`config.mk`:
```
export PLATFORM = sky130hd
export DESIGN_NAME = wb_rob_multiport
export DESIGN_NICKNAME = d
export VERILOG_FILES = /design/src/rtl/wb_rob_multiport.sv
export SDC_FILE = /design/constraint.sdc
export NUM_CORES = 2
export LEC_CHECK = 0
export ABC_CLOCK_PERIOD_IN_PS = 56100
export CORE_ASPECT_RATIO = 1.2
export CORE_MARGIN = 2
export CORE_UTILIZATION = 35
export CTS_BUF_LIST = sky130_fd_sc_hd__clkbuf_4
export DETAILED_ROUTE_END_ITERATION = 10
export GPL_TIMING_DRIVEN = 0
export SLEW_MARGIN = 20
export SYNTH_ARGS = -nofsm -noshare
export SYNTH_HDL_FRONTEND = slang
export SYNTH_SLANG_ARGS = --single-unit
export TNS_END_PERCENT = 10
```
`constraint.sdc`:
```
create_clock -name clock -period 56.1 [get_ports clock]
set_input_delay 11.22 -clock clock [delete_from_list [all_inputs] [get_ports clock]]
set_output_delay 11.22 -clock clock [all_outputs]
set_load 0.02 [all_outputs]
```
`src/rtl/wb_rob_multiport.sv`:
```
// In-order writeback/commit unit: ROB allocation, out-of-order completion on
// several ports, single-commit retirement, precise exceptions and id-based bypass.
module wb_rob_multiport #(
  parameter int NUM_ENTRIES   = 8,
  parameter int ID_W          = $clog2(NUM_ENTRIES),
  parameter int NUM_WB_PORTS  = 3,
  parameter int NUM_BYP_PORTS = 4,
  parameter int DATA_W        = 32,
  parameter int ADDR_W        = 5,
  parameter int PC_W          = 32
) (
  input  logic                              clock,
  input  logic                              reset,
  input  logic                              alloc_valid,
  input  logic [ADDR_W-1:0]                 alloc_dest,
  input  logic                              alloc_wr_rf,
  input  logic [PC_W-1:0]                   alloc_pc,
  output logic                              alloc_ready,
  output logic [ID_W-1:0]                   alloc_id,
  output logic                              rob_full,
  output logic                              rob_empty,
  output logic [ID_W-1:0]                   rob_oldest,
  input  logic [NUM_WB_PORTS-1:0]           wb_valid,
  input  logic [NUM_WB_PORTS*ID_W-1:0]      wb_id,
  input  logic [NUM_WB_PORTS*DATA_W-1:0]    wb_data,
  input  logic [NUM_WB_PORTS-1:0]           wb_xcpt,
  input  logic [NUM_WB_PORTS*DATA_W-1:0]    wb_xcpt_addr,
  output logic                              rf_we,
  output logic [ADDR_W-1:0]                 rf_dest,
  output logic [DATA_W-1:0]                 rf_data,
  output logic [ID_W-1:0]                   rf_id,
  output logic                              xcpt_valid,
  output logic [PC_W-1:0]                   xcpt_pc,
  output logic [DATA_W-1:0]                 xcpt_addr,
  output logic                              flush,
  input  logic [NUM_BYP_PORTS*ID_W-1:0]     byp_id,
  output logic [NUM_BYP_PORTS-1:0]          byp_hit,
  output logic [NUM_BYP_PORTS*DATA_W-1:0]   byp_data
);

  logic [NUM_ENTRIES-1:0] valid_q, valid_d;
  logic [NUM_ENTRIES-1:0] done_q, done_d;
  logic [NUM_ENTRIES-1:0] xcpt_q, xcpt_d;
  logic [NUM_ENTRIES-1:0] wr_rf_q, wr_rf_d;
  logic [ADDR_W-1:0]      dest_q  [NUM_ENTRIES];
  logic [ADDR_W-1:0]      dest_d  [NUM_ENTRIES];
  logic [PC_W-1:0]        pc_q    [NUM_ENTRIES];
  logic [PC_W-1:0]        pc_d    [NUM_ENTRIES];
  logic [DATA_W-1:0]      data_q  [NUM_ENTRIES];
  logic [DATA_W-1:0]      data_d  [NUM_ENTRIES];
  logic [DATA_W-1:0]      xaddr_q [NUM_ENTRIES];
  logic [DATA_W-1:0]      xaddr_d [NUM_ENTRIES];
  logic [ID_W-1:0]        head_q, head_d;
  logic [ID_W-1:0]        tail_q, tail_d;
  logic [ID_W:0]          count_q, count_d;
  logic                   flush_pending_q, flush_pending_d;

  logic head_ok;
  logic normal_commit;
  logic xcpt_commit;
  logic alloc_fire;

  assign rob_full      = (count_q == (ID_W+1)'(NUM_ENTRIES));
  assign rob_empty     = (count_q == '0);
  assign alloc_ready   = ~rob_full & ~flush_pending_q;
  assign alloc_fire    = alloc_valid & alloc_ready;
  assign alloc_id      = tail_q;
  assign rob_oldest    = head_q;
  assign flush         = flush_pending_q;

  // The exception entry stays valid until the flush, so block its re-commit.
  assign head_ok       = valid_q[head_q] & done_q[head_q] & ~flush_pending_q;
  assign normal_commit = head_ok & ~xcpt_q[head_q];
  assign xcpt_commit   = head_ok & xcpt_q[head_q];

  assign rf_we      = normal_commit & wr_rf_q[head_q];
  assign rf_dest    = normal_commit ? dest_q[head_q] : '0;
  assign rf_data    = normal_commit ? data_q[head_q] : '0;
  assign rf_id      = normal_commit ? head_q : '0;
  assign xcpt_valid = xcpt_commit;
  assign xcpt_pc    = xcpt_commit ? pc_q[head_q] : '0;
  assign xcpt_addr  = xcpt_commit ? xaddr_q[head_q] : '0;

  always_comb begin
    valid_d         = valid_q;
    done_d          = done_q;
    xcpt_d          = xcpt_q;
    wr_rf_d         = wr_rf_q;
    dest_d          = dest_q;
    pc_d            = pc_q;
    data_d          = data_q;
    xaddr_d         = xaddr_q;
    head_d          = head_q;
    tail_d          = tail_q;
    count_d         = count_q;
    flush_pending_d = 1'b0;

    if (flush_pending_q) begin
      valid_d = '0;
      head_d  = '0;
      tail_d  = '0;
      count_d = '0;
    end else begin
      // Walk ports high to low so the lowest matching port is written last.
      for (int e = 0; e < NUM_ENTRIES; e++) begin
        for (int p = NUM_WB_PORTS-1; p >= 0; p--) begin
          if (wb_valid[p] && (wb_id[p*ID_W +: ID_W] == ID_W'(e)) &&
              valid_q[e] && !done_q[e]) begin
            done_d[e]  = 1'b1;
            data_d[e]  = wb_data[p*DATA_W +: DATA_W];
            xcpt_d[e]  = wb_xcpt[p];
            xaddr_d[e] = wb_xcpt_addr[p*DATA_W +: DATA_W];
          end
        end
      end

      if (normal_commit) begin
        valid_d[head_q] = 1'b0;
        head_d          = head_q + ID_W'(1);
      end
      flush_pending_d = xcpt_commit;

      if (alloc_fire) begin
        valid_d[tail_q] = 1'b1;
        done_d[tail_q]  = 1'b0;
        xcpt_d[tail_q]  = 1'b0;
        wr_rf_d[tail_q] = alloc_wr_rf;
        dest_d[tail_q]  = alloc_dest;
        pc_d[tail_q]    = alloc_pc;
        tail_d          = tail_q + ID_W'(1);
      end

      count_d = count_q + (ID_W+1)'(alloc_fire) - (ID_W+1)'(normal_commit);
    end
  end

  always_comb begin
    byp_hit  = '0;
    byp_data = '0;
    for (int b = 0; b < NUM_BYP_PORTS; b++) begin
      if (valid_q[byp_id[b*ID_W +: ID_W]] && done_q[byp_id[b*ID_W +: ID_W]] &&
          !xcpt_q[byp_id[b*ID_W +: ID_W]]) begin
        byp_hit[b]                   = 1'b1;
        byp_data[b*DATA_W +: DATA_W] = data_q[byp_id[b*ID_W +: ID_W]];
      end
    end
  end

  always_ff @(posedge clock or posedge reset) begin
    if (reset) begin
      valid_q         <= '0;
      done_q          <= '0;
      xcpt_q          <= '0;
      wr_rf_q         <= '0;
      head_q          <= '0;
      tail_q          <= '0;
      count_q         <= '0;
      flush_pending_q <= 1'b0;
      for (int e = 0; e < NUM_ENTRIES; e++) begin
        dest_q[e]  <= '0;
        pc_q[e]    <= '0;
        data_q[e]  <= '0;
        xaddr_q[e] <= '0;
      end
    end else begin
      valid_q         <= valid_d;
      done_q          <= done_d;
      xcpt_q          <= xcpt_d;
      wr_rf_q         <= wr_rf_d;
      head_q          <= head_d;
      tail_q          <= tail_d;
      count_q         <= count_d;
      flush_pending_q <= flush_pending_d;
      dest_q          <= dest_d;
      pc_q            <= pc_d;
      data_q          <= data_d;
      xaddr_q         <= xaddr_d;
    end
  end

endmodule

```
# After elaboration in Yosys (flattened, before gate mapping)

Index checks and enable logic that the tools add are counted.

Add/subtract/negate cells: 4
$lt $le $gt $ge: 15
Eq/ne operators: 22
Muxes and demuxes: 204
Bitwise gates (word level): 22
Reductions and logical operators: 118

Operators with widths:

| cell                                                                          | number |
|---|---|
| 32-bit 2-to-1 mux                                                             | 70 |
| 32-bit binary-select mux with 3-bit select                                    | 7 |
| 256-bit bitwise mux                                                           | 1 |
| 32-bit demux with 3-bit select                                                | 1 |
| 1-bit 2-to-1 mux                                                              | 87 |
| 1-bit logical AND                                                             | 83 |
| 1-bit binary-select mux with 3-bit select                                     | 16 |
| 8-bit 2-to-1 mux                                                              | 6 |
| 40-bit bitwise mux                                                            | 1 |
| 3-bit == test (second input constant)                                         | 12 |
| 8-bit bitwise AND                                                             | 3 |
| 4-bit greater-or-equal comparator (second input constant)                     | 6 |
| 3-bit by 4-bit less-than comparator with 1-bit output (second input constant) | 6 |
| 3-bit NOT with 4-bit output                                                   | 6 |
| 3-bit nonzero test                                                            | 8 |
| 5-bit 2-to-1 mux                                                              | 4 |
| 3-bit by 2-bit == test with 1-bit output (second input constant)              | 6 |
| 2-bit AND reduction                                                           | 9 |
| 8-bit NOT                                                                     | 2 |
| 5-bit binary-select mux with 3-bit select                                     | 1 |
| 5-bit demux with 3-bit select                                                 | 1 |
| 3-bit 2-to-1 mux                                                              | 5 |
| 1-bit zero test                                                               | 12 |
| 3-bit by 1-bit == test with 1-bit output (second input constant)              | 3 |
| 15 further kinds                                                              | 29 |

Register bits: 851
Input bits: 260
Output and inout bits: 248
Logic and storage cells: 425

# Longest topological paths before layout

Depth in word-level cells: 11
Mapped depth: 14

# Worst setup path after synthesis

No wires, ideal clock.

Path type: input-to-output
From: input byp_id[9]
To: output byp_data[100]
Arrival: 12.774 ns
Required time: 44.880 ns
Slack: 32.106 ns
Stages on the path: 5
Path buffers: 2
Cell sequence: buf_1 > buf_2 > mux4_2 > inv_1 > o32ai_1

Word-level cells in the longest chain between the ends: 5
Elaborated cells between the ends (all ways): 14
Classes of those cells: mux (10); bitwise (1); reduce/logical (3)

Ends and longest elaborated chain:

| what                                                                                | line     | RTL |
|---|---|---|
| from (decl)                                                                         | 36       | `input logic [NUM_BYP_PORTS*ID_W-1:0] byp_id,` |
| 3-bit NOT with 4-bit output (implied by the code), or another cell as far along     | 144      | `byp_data[b*DATA_W +: DATA_W] = data_q[byp_id[b*ID_W +: ID_W]];` |
| 32-bit binary-select mux with 3-bit select, or another cell as far along            | 144      |  |
| 32-bit 2-to-1 mux (implied by the code), or another cell as far along               | 144      |  |
| 32-bit 2-to-1 mux (implied by the code) / 1-bit logical AND (equally long branches) | 144, 141 |  |
| 32-bit 2-to-1 mux *                                                                 | 141      | `if (valid_q[byp_id[b*ID_W +: ID_W]] && done_q[byp_id[b*ID_W +: ID_W]] &&` |
| to (decl)                                                                           | 38       | `output logic [NUM_BYP_PORTS*DATA_W-1:0] byp_data` |

Mark *: on every way between the ends. The rest lies on a longest branch, timed or not. The select of a mux whose other input is x is not followed.

# Worst setup path in the final report

From: input byp_id[7]
To: output byp_data[67]

The elaborated chain is that of the path after synthesis.

==> impl_metrics.prom <==
# TYPE chip_impl_metric gauge
chip_impl_metric{name="core_area",unit="µm²"} 163000
chip_impl_info{name="synth_ff_type",value="sky130_fd_sc_hd__dfrtp_1"} 1
chip_impl_info{name="root_buffer",value="sky130_fd_sc_hd__clkbuf_4"} 1
chip_impl_metric{name="drt_iter0_drc",unit=""} 6921
chip_impl_metric{name="ys_seq_area_frac",unit=""} 0.371
chip_impl_metric{name="cts_resized",unit=""} 0
chip_impl_metric{name="synthDistinctLibCells",unit=""} 61
chip_impl_info{name="synth_most_common_cell",value="sky130_fd_sc_hd__dfrtp_1"} 1
chip_impl_info{name="cpMaxStageDelayCell",value="sky130_fd_sc_hd__o32ai_1"} 1
chip_impl_metric{name="whs",unit="ns"} 0.473
chip_impl_metric{name="routedWlPerCell",unit="µm"} 33.2
chip_impl_info{name="timing_worst_setup_path_type",value="in -> out"} 1
chip_impl_metric{name="synth.avg_cell_area",unit="µm²"} 10.8
chip_impl_metric{name="tightest_slew",unit="ns"} 1.29
chip_impl_metric{name="grt_start_max_net_pins",unit=""} 103
chip_impl_info{name="hold_crit_class",value="reg -> reg"} 1
chip_impl_metric{name="max_clock_freq",unit="MHz"} 36.8
chip_impl_metric{name="wire_length_of_the_first_global_routing_pass",unit="mm"} 384
chip_impl_info{name="critPathCaptureType",value="output port"} 1
chip_impl_metric{name="tritoncts_num_sinks",unit=""} 851
chip_impl_metric{name="place.detailed.hpwl",unit="mm"} 198
chip_impl_metric{name="finClkSkew",unit="ns"} 0.0789
chip_impl_metric{name="slew-limit-headroom",unit=""} 0.142
chip_impl_metric{name="arrival_time_of_data_at_the_critical_path_endpoint",unit="ns"} 15.92
chip_impl_metric{name="layout_worst_path_cycle_share",unit=""} 0.484
chip_impl_metric{name="starting_density_of_the_core",unit=""} 0.353
chip_impl_metric{name="timing.critical_path.fanout_max",unit=""} 10
chip_impl_metric{name="path_clk_slew",unit="ns"} 0.07
chip_impl_info{name="run_status",value="completed"} 1
chip_impl_metric{name="hold_buffers_post_cts",unit=""} 0
chip_impl_metric{name="async_reset_ff_frac",unit=""} 1.00
chip_impl_metric{name="worst-endpoint-required",unit="ns"} 44.88
chip_impl_metric{name="cell_area_synth",unit="µm²"} 57400
chip_impl_metric{name="clock_tree_buf_depth",unit=""} 3
chip_impl_metric{name="skew_pair_late_insertion_delay",unit="ns"} 1.35
chip_impl_info{name="yosysTopAreaCell",value="sky130_fd_sc_hd__dfrtp_1"} 1
chip_impl_metric{name="post_drt_via_cell_ratio",unit=""} 6.42
chip_impl_metric{name="antenna_found_initial",unit=""} 105
chip_impl_info{name="critical-path-top-delay-family",value="buffers and inverters"} 1
chip_impl_metric{name="drt-pass1-iter-count",unit=""} 6
chip_impl_metric{name="die_area",unit="µm²"} 167000
chip_impl_metric{name="cts_htree_levels",unit=""} 4
chip_impl_info{name="cpMostUsedCell",value="sky130_fd_sc_hd__clkdlybuf4s50_1"} 1
chip_impl_metric{name="dieHeight",unit="µm"} 448
chip_impl_metric{name="drt-total-wl",unit="mm"} 273
chip_impl_metric{name="areaGrowthSynthToFinish",unit="%"} 15.7
chip_impl_metric{name="total_routing_resource_utilization_after_global_routing",unit=""} 0.318
chip_impl_metric{name="layout.filler_cells",unit=""} 15900
chip_impl_info{name="synth.top_cells.by_area",value="sky130_fd_sc_hd__dfrtp_1 (37%), sky130_fd_sc_hd__mux4_2 (18%), sky130_fd_sc_hd__mux2i_1 (8.0%), sky130_fd_sc_hd__a21o_1 (5.9%), sky130_fd_sc_hd__a211oi_1 (5.9%)"} 1
chip_impl_metric{name="cellPowerDensity",unit="nW/µm²"} 49.4
chip_impl_metric{name="post-cts-setup-buffers",unit=""} 0
chip_impl_info{name="grt_setup_unrepaired",value="no"} 1
chip_impl_metric{name="io_pins",unit=""} 508
chip_impl_metric{name="synth_top_cell_area_share",unit=""} 0.371
chip_impl_metric{name="period_minus_slack",unit="ns"} 27.14
chip_impl_metric{name="placement.io_buffers",unit=""} 307
chip_impl_metric{name="max_cap_violations",unit=""} 0
chip_impl_metric{name="postSynthCellCount",unit=""} 5337
chip_impl_metric{name="cp_slowest_stage_delay",unit="ns"} 0.95
chip_impl_metric{name="irDropWorstVdd",unit="mV"} 0.0204
chip_impl_metric{name="antenna_left",unit=""} 0
chip_impl_metric{name="via_count",unit=""} 52800
chip_impl_metric{name="grt.overflow.total",unit=""} 0
chip_impl_metric{name="layout-drive-gt1-share",unit=""} 0.182
chip_impl_metric{name="grt_pass1_vias",unit=""} 51500
chip_impl_metric{name="fin_setup_tns",unit="ns"} 0
chip_impl_metric{name="drc_errors",unit=""} 0
chip_impl_info{name="tritoncts_clock_tree",value="yes"} 1
chip_impl_metric{name="num-nets-final",unit=""} 6153
chip_impl_metric{name="finalSetupViolCount",unit=""} 0
chip_impl_info{name="critical_path.cell_chain",value="clkdlybuf4s50_1, buf_1, clkbuf_1, mux4_2, inv_1, o32ai_1, clkdlybuf4s50_1"} 1
chip_impl_metric{name="number_of_buffers_inserted_during_clock_tree_synthesis",unit=""} 226
chip_impl_metric{name="chipWidth",unit="µm"} 374
chip_impl_metric{name="critical_path.n_buffers_inverters",unit=""} 5
chip_impl_metric{name="postSynthRegisterBits",unit=""} 851
chip_impl_metric{name="yosysWarningCount",unit=""} 0
chip_impl_info{name="worst_setup_path_start_kind",value="input pin"} 1
chip_impl_metric{name="finalMaxSlewViolations",unit=""} 0
chip_impl_metric{name="placement_rows",unit=""} 162
chip_impl_info{name="synth.cells.most_frequent",value="sky130_fd_sc_hd__dfrtp_1 (851), sky130_fd_sc_hd__nor2_1 (536), sky130_fd_sc_hd__mux4_2 (470)"} 1
chip_impl_metric{name="power_leakage",unit="µW"} 0.0312
chip_impl_metric{name="globalplace.congestion",unit=""} 1.01
chip_impl_metric{name="final-hold-violation-count",unit=""} 0
chip_impl_metric{name="synthesis.nets",unit=""} 5606
chip_impl_metric{name="synth_enable_flop_cells",unit=""} 0
==> stage by stage <==
stage / instance area [µm²] / worst slack [ns] / cells / power [µW] / utilization
after global routing: 66400 / 29.19 / 8208 / 3420 / 0.408
final: 66500 / 28.96 / 8226 / 3280 / 0.408
after floorplan: 57400 / 20.97 / 5337 / 2130 / -
after CTS: 66300 / 29.50 / 8176 / 3240 / 0.407
after global placement: 63200 / 9.55 / 7776 / 2640 / 0.388
after detailed placement: 63500 / 29.50 / 7787 / 2680 / 0.390
==> final cells by class <==
class                   instances  area [µm²]  share of cell area
clock buffers                 311        2330              0.0351
plain buffers                 710        2830              0.0426
clock inverters                78         474             0.00713
multi-input cells            3630       32800               0.494
diodes                         49         123             0.00184
repair buffers                319        3390              0.0509
flip-flops and latches        851       21300               0.320
inverters                     146         556             0.00836
well taps                    2132        2670              0.0401
==> worst reg2reg max path, delay by kind of cell, from the launching register on <==
family                   cells  cell delay (ns)
buffers and inverters        5             1.36
flip-flops                   1             0.50
adder cells (fa/ha/maj)      3             0.85
AND/OR/NAND/NOR              2             1.08
multiplexers                 2             0.87
==> final timing paths <==
path                                           start                       to  slack, ns  cells past startpoint
setup / recovery                           byp_id[7]             byp_data[67]      28.96                      7
hold / removal               xaddr_q[26]$_DFFE_PP0P_  xaddr_q[26]$_DFFE_PP0P_       0.47                      2
hold reg to reg              xaddr_q[26]$_DFFE_PP0P_  xaddr_q[26]$_DFFE_PP0P_       0.47                      2
min in group asynchronous                      reset  data_q[152]$_DFFE_PP0P_      10.31                      2
setup reg to reg           rob_oldest[1]$_DFFE_PP0P_     count_q[1]$_DFF_PP0_      51.29                     12
max in group asynchronous                      reset     pc_q[16]$_DFFE_PP0P_      43.63                      6
==> metal layers <==
metal | GRT usage | wire length, µm | vias to the layer above
met5 | 0 | 716 | -
met4 | 0.202 | 18400 | 104
met3 | 0.125 | 34100 | 1001
met2 | 0.484 | 122000 | 3746
met1 | 0.375 | 97600 | 26700
li1 | - | - | 21300
==> kinds of logic (layout without fill, tap and decap cells) <==
| group | after synthesis | in the layout | synth area share |
|---|---|---|---|
| flops | 851 | 851 | 0.371 |
| compound gates | 1316 | 1316 | 0.169 |
| simple gates | 1064 | 1064 | 0.0743 |
| buf+inv | 856 | 1564 | 0.0585 |
| other cells | 0 | 49 | 0 |
| mux | 1237 | 1237 | 0.325 |
| xor+xnor | 4 | 4 | 0.000610 |
| fa+ha+maj | 9 | 9 | 0.00209 |
==> placed cells by master, fill, tap and decap left out, types with 5 or more instances in the layout <==
cell type / netlist / layout
sky130_fd_sc_hd__dfrtp_1: 851 / 851
sky130_fd_sc_hd__nor2_1: 536 / 536
sky130_fd_sc_hd__mux4_2: 470 / 470
sky130_fd_sc_hd__mux2i_1: 458 / 458
sky130_fd_sc_hd__a21o_1: 449 / 449
sky130_fd_sc_hd__a211oi_1: 448 / 448
sky130_fd_sc_hd__nand2_1: 419 / 419
sky130_fd_sc_hd__clkbuf_1: 384 / 372
sky130_fd_sc_hd__clkbuf_4: 0 / 311
sky130_fd_sc_hd__clkdlybuf4s50_1: 0 / 307
sky130_fd_sc_hd__buf_1: 210 / 205
sky130_fd_sc_hd__mux2_1: 188 / 188
sky130_fd_sc_hd__inv_1: 140 / 139
sky130_fd_sc_hd__o32ai_1: 129 / 127
sky130_fd_sc_hd__buf_2: 115 / 120
sky130_fd_sc_hd__mux2_2: 120 / 120
sky130_fd_sc_hd__a21oi_1: 113 / 113
sky130_fd_sc_hd__o22ai_1: 64 / 64
sky130_fd_sc_hd__o31ai_1: 64 / 64
sky130_fd_sc_hd__clkinv_1: 1 / 55
sky130_fd_sc_hd__diode_2: 0 / 49
sky130_fd_sc_hd__nand3_1: 31 / 31
sky130_fd_sc_hd__nand4_1: 22 / 22
sky130_fd_sc_hd__nor2b_1: 20 / 20
sky130_fd_sc_hd__clkbuf_2: 0 / 12
sky130_fd_sc_hd__buf_16: 0 / 11
sky130_fd_sc_hd__a31o_2: 10 / 10
sky130_fd_sc_hd__clkinv_2: 0 / 10
sky130_fd_sc_hd__a31oi_1: 9 / 9
sky130_fd_sc_hd__ha_1: 8 / 8
sky130_fd_sc_hd__clkinv_8: 0 / 7
sky130_fd_sc_hd__or2_2: 5 / 5
sky130_fd_sc_hd__inv_2: 5 / 5
sky130_fd_sc_hd__o21a_1: 5 / 5
==> report_power, final <==
group	total, µW	switching, µW	internal [µW]	leakage [µW]
clock	564	299	265	0.00165
combinational	1520	777	743	0.0191
sequential	1200	280	917	0.0105
==> sequential cells by signal, summed over array words and instances (netlist names) <==
register    flops
alloc_id        3
count_q         4
data_q        256
dest_q         40
done_q          8
flush           1
pc_q          256
rob_oldest      3
valid_q         8
wr_rf_q         8
xaddr_q       256
xcpt_q          8
Power figures use the tool's default switching activity.
